<file path="src/rtl/wb_port_scheduler_pkg.sv">
`default_nettype none
// ============================================================================
// Module      : wb_port_scheduler_pkg
// Description : Shared types and constants for the write-back port scheduler.
// Revision    : 1.0 - initial release
// ============================================================================
package wb_port_scheduler_pkg;

    localparam int unsigned ADDR_W           = 32;
    localparam int unsigned DATA_W           = 32;
    localparam int unsigned NUM_REGS         = 32;
    localparam int unsigned REG_IDX_W        = 5;
    localparam int unsigned STARVE_LIMIT_DEF = 4;

    localparam logic [ADDR_W-1:0] REG_ZERO = '0;

    typedef enum logic [1:0] {
        IDLE  = 2'd0,
        WAIT  = 2'd1,
        STALL = 2'd2
    } sched_state_e;

    // One-hot register select; addresses outside the register file select nothing.
    function automatic logic [NUM_REGS-1:0] reg_onehot(input logic             en,
                                                      input logic [ADDR_W-1:0] addr);
        logic [NUM_REGS-1:0] v;
        v = '0;
        if (en && (addr != REG_ZERO) && (addr[ADDR_W-1:REG_IDX_W] == '0))
            v[addr[REG_IDX_W-1:0]] = 1'b1;
        return v;
    endfunction

endpackage
`default_nettype wire

</file>
<file path="src/rtl/wb_port_scheduler_scoreboard.sv">
`default_nettype none
// ============================================================================
// Module      : wb_scoreboard
// Description : Tracks registers awaiting an MDU result (set on issue, clear on
//               accepted result, set wins on collision).
// Revision    : 1.0 - initial release
// ============================================================================
module wb_scoreboard
    import wb_port_scheduler_pkg::*;
(
    input  logic                clk,
    input  logic                i_rst_n,
    input  logic                i_set_en,
    input  logic [ADDR_W-1:0]   i_set_addr,
    input  logic                i_clr_en,
    input  logic [ADDR_W-1:0]   i_clr_addr,
    output logic [NUM_REGS-1:0] o_mask
);

    logic [NUM_REGS-1:0] r_mask;
    logic [NUM_REGS-1:0] w_set;
    logic [NUM_REGS-1:0] w_clr;

    assign w_set = reg_onehot(i_set_en, i_set_addr);
    assign w_clr = reg_onehot(i_clr_en, i_clr_addr);

    always_ff @(posedge clk) begin
        if (!i_rst_n) begin
            r_mask <= '0;
        end else begin
            r_mask <= ((r_mask & ~w_clr) | w_set) & ~{{(NUM_REGS-1){1'b0}}, 1'b1};
        end
    end

    assign o_mask = r_mask;

endmodule
`default_nettype wire

</file>
<file path="src/rtl/wb_port_scheduler.sv">
`default_nettype none
// ============================================================================
// Module      : wb_port_scheduler
// Description : Arbitrates two pipe write-backs and a long-latency MDU result
//               onto two register-file write ports, with starvation stall.
// Revision    : 1.0 - initial release
// ============================================================================
module wb_port_scheduler
    import wb_port_scheduler_pkg::*;
#(
    parameter int unsigned STARVE_LIMIT = STARVE_LIMIT_DEF
)
(
    input  logic                clk,
    input  logic                btnc_i,
    input  logic                wb_we_i,
    input  logic [ADDR_W-1:0]   wb_addr_i,
    input  logic [DATA_W-1:0]   wb_data_i,
    input  logic                wb_we_r,
    input  logic [ADDR_W-1:0]   wb_addr_r,
    input  logic [DATA_W-1:0]   wb_data_r,
    input  logic                mdu_valid,
    input  logic [ADDR_W-1:0]   mdu_addr,
    input  logic [DATA_W-1:0]   mdu_data,
    output logic                mdu_ready,
    input  logic                mdu_issue,
    input  logic [ADDR_W-1:0]   mdu_issue_addr,
    output logic                port0_we,
    output logic [ADDR_W-1:0]   port0_addr,
    output logic [DATA_W-1:0]   port0_data,
    output logic                port1_we,
    output logic [ADDR_W-1:0]   port1_addr,
    output logic [DATA_W-1:0]   port1_data,
    output logic [NUM_REGS-1:0] busy_mask,
    output logic                stall_req
);

    localparam int unsigned     CNT_W   = $clog2(STARVE_LIMIT + 1);
    localparam logic [CNT_W-1:0] c_LIMIT = CNT_W'(STARVE_LIMIT);
    localparam logic [CNT_W-1:0] c_ONE   = CNT_W'(1);

    sched_state_e     r_state;
    logic [CNT_W-1:0] r_cnt;
    logic             r_stall;

    logic             w_r_wr;
    logic             w_i_wr;
    logic             w_mdu_ready;
    logic             w_refused;
    logic             w_mdu_clash;
    logic             w_mdu_wr;
    logic             w_mdu_p1;
    logic [CNT_W-1:0] w_cnt_inc;

    // The r pipe is younger, so on a same-address collision its value is the one to keep.
    assign w_r_wr = btnc_i && wb_we_r && (wb_addr_r != REG_ZERO);
    assign w_i_wr = btnc_i && wb_we_i && (wb_addr_i != REG_ZERO)
                    && !(w_r_wr && (wb_addr_i == wb_addr_r));

    assign w_mdu_p1    = !w_r_wr;
    assign w_mdu_ready = btnc_i && mdu_valid && (!w_r_wr || !w_i_wr);
    assign w_refused   = mdu_valid && !w_mdu_ready;

    // A colliding MDU result is stale relative to the pipe write; drop it but still handshake.
    assign w_mdu_clash = (w_i_wr && (mdu_addr == wb_addr_i))
                      || (w_r_wr && (mdu_addr == wb_addr_r));
    assign w_mdu_wr    = w_mdu_ready && (mdu_addr != REG_ZERO) && !w_mdu_clash;

    always_comb begin
        port0_we   = w_i_wr;
        port0_addr = wb_addr_i;
        port0_data = wb_data_i;
        port1_we   = w_r_wr;
        port1_addr = wb_addr_r;
        port1_data = wb_data_r;
        if (w_mdu_wr) begin
            if (w_mdu_p1) begin
                port1_we   = 1'b1;
                port1_addr = mdu_addr;
                port1_data = mdu_data;
            end else begin
                port0_we   = 1'b1;
                port0_addr = mdu_addr;
                port0_data = mdu_data;
            end
        end
    end

    assign w_cnt_inc = (r_cnt >= c_LIMIT) ? c_LIMIT : r_cnt + c_ONE;

    // The refusal seen in IDLE is the first counted one; a limit of 1 goes straight to STALL.
    always_ff @(posedge clk) begin
        if (!btnc_i) begin
            r_state <= IDLE;
            r_cnt   <= '0;
            r_stall <= 1'b0;
        end else begin
            case (r_state)
                IDLE: begin
                    if (w_refused) begin
                        r_cnt <= c_ONE;
                        if (c_ONE >= c_LIMIT) begin
                            r_state <= STALL;
                            r_stall <= 1'b1;
                        end else begin
                            r_state <= WAIT;
                            r_stall <= 1'b0;
                        end
                    end else begin
                        r_cnt   <= '0;
                        r_stall <= 1'b0;
                    end
                end
                WAIT, STALL: begin
                    if (!mdu_valid || w_mdu_ready) begin
                        r_state <= IDLE;
                        r_cnt   <= '0;
                        r_stall <= 1'b0;
                    end else begin
                        r_cnt <= w_cnt_inc;
                        if (w_cnt_inc >= c_LIMIT) begin
                            r_state <= STALL;
                            r_stall <= 1'b1;
                        end else begin
                            r_state <= WAIT;
                            r_stall <= 1'b0;
                        end
                    end
                end
                default: begin
                    r_state <= IDLE;
                    r_cnt   <= '0;
                    r_stall <= 1'b0;
                end
            endcase
        end
    end

    assign mdu_ready = w_mdu_ready;
    assign stall_req = r_stall;

    wb_scoreboard u_scoreboard (
        .clk        (clk),
        .i_rst_n    (btnc_i),
        .i_set_en   (mdu_issue),
        .i_set_addr (mdu_issue_addr),
        .i_clr_en   (w_mdu_ready),
        .i_clr_addr (mdu_addr),
        .o_mask     (busy_mask)
    );

endmodule
`default_nettype wire

</file>
<file path="config.mk">
export PLATFORM = sky130hd
export DESIGN_NAME = wb_port_scheduler
export DESIGN_NICKNAME = d
export VERILOG_FILES = /design/src/rtl/wb_port_scheduler_pkg.sv /design/src/rtl/wb_port_scheduler_scoreboard.sv /design/src/rtl/wb_port_scheduler.sv
export SDC_FILE = /design/constraint.sdc
export NUM_CORES = 1
export LEC_CHECK = 0
export ABC_AREA = 1
export CAP_MARGIN = 20
export CORE_AREA = 2 2 154 156
export DETAILED_ROUTE_END_ITERATION = 12
export DIE_AREA = 0 0 156 158
export SYNTH_ARGS = -nofsm -noshare
export SYNTH_HDL_FRONTEND = slang
export SYNTH_SLANG_ARGS = --single-unit
</file>
<file path="constraint.sdc">
create_clock -name clk -period 3.4 [get_ports clk]
set_input_delay 0.34 -clock clk [delete_from_list [all_inputs] [get_ports clk]]
set_output_delay 0.34 -clock clk [all_outputs]
set_load 0.01 [all_outputs]
</file>
==> impl_metrics.env <==
export IMPL_grt_pass1_vias=9581
export IMPL_postCtsHoldBufs=0
export IMPL_area_growth_pct=83.9
export IMPL_synth_most_common_cell="nand2_1"
export IMPL_clk_pin_slew_ps=60
export IMPL_synth_top_family_by_area="simple AND/OR/NAND/NOR gates"
export IMPL_start_kind="input pin"
export IMPL_hold_end="r_cnt[1]"
export IMPL_clock_latency_ps=280
export IMPL_critPathBufInv=7
export IMPL_synth_avg_cell_area_um2=4.84
export IMPL_rsz0062_at_grt="true"
export IMPL_dp_hpwl_um=28400
export IMPL_die_w_um=156
export IMPL_power_switching_share_pct=38.3
export IMPL_synth_compound_area_share_pct=14.2
export IMPL_design_die_area_um2=24600
export IMPL_num_fill_cells=2458
export IMPL_p_seq_share_pct=19.0
export IMPL_drt_first_pass_iters=5
export IMPL_run_status="finished, final reports clean"
export IMPL_row_count=56
export IMPL_holdPathStages=1
export IMPL_p_leak_uw=0.00615
export IMPL_worst_slew_pin_slew_ps=663
export IMPL_crit_type="input pin to output pin"
export IMPL_antenna_found_initial=11
export IMPL_finalWirelength_um=35200
export IMPL_finalSetupViolCount=0
export IMPL_grt_overflow=0
export IMPL_register_area_um2=741
export IMPL_die_height_um=158
export IMPL_cp_top_family="buffers and inverters"
export IMPL_wl_per_cell_um=16.2
export IMPL_netlist_top_cells_count="nand2_1 (750), inv_1 (103), o21ai_0 (97), nor2_1 (75), clkbuf_1 (44)"
export IMPL_synthSimpleGateAreaFrac_pct=54.3
export IMPL_netlist_instances=1377
export IMPL_yosysSeqAreaShare_pct=11.1
export IMPL_synthAdderAreaFrac_pct=0.751
export IMPL_dominantRegCellSynth="dfxtp_1"
export IMPL_coreArea_um2=23100
export IMPL_multi_input_area_um2=5230
export IMPL_ys_seq_elements=37
export IMPL_drive_gt1_share_pct=12.8
export IMPL_r2r_slack_ps=2190
export IMPL_critPathArrivalTime_ps=3050
export IMPL_netlist_area_um2=6670
export IMPL_vias=10400
export IMPL_numPortBuffers=392
export IMPL_critPathSlowestCell="clkdlybuf4s50_1"
export IMPL_cts_tree="built"
export IMPL_power_frac_comb_pct=60.5
export IMPL_critPathCaptureType="output pin"
export IMPL_synthTopCellsByArea="nand2_1 (42%), dfxtp_1 (11%), o21ai_0 (7.3%)"
export IMPL_ys_types=32
export IMPL_rr_endpoint="r_state[1]"
export IMPL_muxShareOfSynthArea_pct=0
export IMPL_min_path_type="register to register"
export IMPL_grt_start_max_net_pins=45
export IMPL_start_util_pct=28.9
export IMPL_synth_xor_area_share_pct=8.15
export IMPL_cp_cell_sequence="clkdlybuf4s50_1 > buf_4 > xor2_1 > nor3_2 > buf_4 > nand4_1 > nor3_2 > nand2_1 > nand2_2 > nor2_4 > buf_4 > buf_12 > o21ai_0 > buf_4 > clkdlybuf4s50_1"
export IMPL_synth_warnings=0
export IMPL_finClkSkew_ps=0.741
export IMPL_powerDensity_nw_per_um2=188
export IMPL_nNetsFinal=2106
export IMPL_synth_top_area_cell="nand2_1"
export IMPL_rr_worst_depth=6
export IMPL_synth_async_reset_ratio_pct=0
export IMPL_stdcell_count=2171
export IMPL_place_congestion=0.969
export IMPL_net_switching_power_uw=882
export IMPL_clock_sinks=37
export IMPL_layout_min_cycle_time_ps=3390
export IMPL_maxSlewHeadroom_pct=55.6
export IMPL_clockBufferDepth=2
export IMPL_min_delay_start="r_cnt[2]"
export IMPL_grt_pass1_wl_um=52800
export IMPL_critPathMaxStageDelay_ps=520
export IMPL_syn_num_nets=1611
export IMPL_synth_edff_count=0
export IMPL_required_ps=3060
export IMPL_yosysTopAreaCellShare_pct=42.2
export IMPL_fin_crit_sh_pct=99.8
export IMPL_fmax_mhz=295
export IMPL_p_total_uw=2300
export IMPL_crit_top_cell="buf_4"
export IMPL_p_clk_share_pct=20.5
export IMPL_viasPerCell=4.77
export IMPL_hold_viol=0
export IMPL_place_inst=2142
export IMPL_internal_power_uw=1420
export IMPL_drt_first_iter_violations=696
export IMPL_irDropWorstVdd_uv=167
export IMPL_slew_viol_final=0
export IMPL_grtUsageTotal_pct=27.2
export IMPL_pin_count=394
export IMPL_worstPathMaxFanout=33
export IMPL_root_buffer="clkbuf_16"
export IMPL_timing_rr_start="r_state[0]"
export IMPL_ant_nets=0
export IMPL_cts_made_buffers=5
export IMPL_route_detailed_drc=0
export IMPL_drv_cap=0
export IMPL_ctsHtreeMaxLevel=2
## layout make-up
class / count / share of cell area, %
diodes: 9 / 0.184
repair buffers: 556 / 43.2
multi-input cells: 1155 / 42.6
flip-flops and latches: 37 / 6.04
clock inverters: 1 / 0.0612
well taps: 290 / 2.96
clock buffers: 6 / 1.13
inverters: 117 / 3.76
## logic make-up (layout without fill, tap and decap cells)
kind of cell	after synthesis	count (layout)
AOI/OAI and AO/OA	173	173
xor gates and xnor gates	62	62
adders and majority gates	4	4
buffers and inverters	185	680
DFF	37	37
other	1	10
and+or+nand+nor	915	915
## power groups by stage
stage,clock [uW],sequential (uW),combinational (uW)
after global placement,0,447,1430
final,472,437,1390
after CTS,477,437,1390
after detailed placement,0,447,1440
after floorplan,0,446,549
after global routing,501,437,1520
## worst max path at each step
| stage | startpoint | endpoint | cells past startpoint |
|---|---|---|---|
| global placement | wb_addr_i[3] | port1_addr[6] | 17 |
| global route | wb_addr_i[18] | port1_addr[16] | 19 |
| floorplan | wb_addr_i[12] | port0_addr[10] | 17 |
| CTS | wb_addr_r[0] | port1_addr[16] | 19 |
| detailed placement | wb_addr_i[17] | port1_addr[6] | 17 |
| finish | wb_addr_i[4] | port1_addr[16] | 15 |
## routing by layer
metal | vias to the layer above | track usage [%] | wire length [um]
met5 | - | 0 | 14
met4 | 2 | 5.72 | 580
met3 | 34 | 4.74 | 2650
met2 | 375 | 50.7 | 17600
met1 | 4684 | 32.7 | 14400
li1 | 5269 | - | -
## through the flow
stage	hold WS (ps)	util (%)	worst slack [ps]	setup TNS, ps	instance area (um2)
detailed placement	445	51.7	-298	-28290	11900
CTS	458	52.9	-127	-127	12200
global route	482	53.2	-188	-312	12300
floorplan	422	-	1200	0	6670
finish	455	53.2	6.12	0	12300
global placement	439	51.7	-290	-27510	11900
## placed cells by master, fill, tap and decap left out, types with 2 or more instances in the layout
master | synthesis | routed
nand4_1 | 26 | 26
buf_4 | 5 | 139
clkbuf_16 | 0 | 5
nor3_1 | 18 | 14
o21ai_0 | 97 | 91
nor2_4 | 1 | 2
inv_1 | 103 | 99
buf_2 | 12 | 2
clkdlybuf4s50_1 | 0 | 217
nand2_1 | 750 | 750
dfxtp_1 | 37 | 37
buf_12 | 0 | 13
ha_1 | 4 | 4
dlygate4sd2_1 | 0 | 105
o21ai_1 | 2 | 7
inv_2 | 12 | 15
xor2_1 | 27 | 27
bufbuf_16 | 0 | 5
nor2_1 | 75 | 64
nor4_1 | 15 | 14
buf_6 | 4 | 2
nand3_1 | 20 | 20
nor3_2 | 0 | 4
xnor2_1 | 35 | 35
dlymetal6s2s_1 | 0 | 26
o21bai_1 | 31 | 31
clkdlybuf4s15_1 | 0 | 17
nor2_2 | 1 | 11
clkbuf_2 | 0 | 25
or2_2 | 4 | 4
buf_8 | 0 | 4
diode_2 | 0 | 9
and3_1 | 2 | 2
a21oi_1 | 42 | 42
## repair_timing
| item | in CTS | in global routing |
|---|---|---|
| gates cloned | 7 | 0 |
| resized for setup | 179 | 109 |
| endpoints found under the setup margin | 129 | 127 |
| pin swaps | 4 | 11 |
| setup buffers | 4 | 2 |
## worst reg2reg max path: cells and delay by family (launching register included)
family,cells,cell delay [ps]
AOI/OAI and AO/OA,1,90
adders and majority gates,1,320
buffers and inverters,2,150
DFF,1,360
and+or+nand+nor,2,150
## state kept, by name (all words and copies together) (netlist names)
| signal | flops |
|---|---|
| stall_req | 1 |
| u_scoreboard.o_mask | 31 |
| r_state | 2 |
| r_cnt | 3 |
Power figures use the tool's default switching activity.
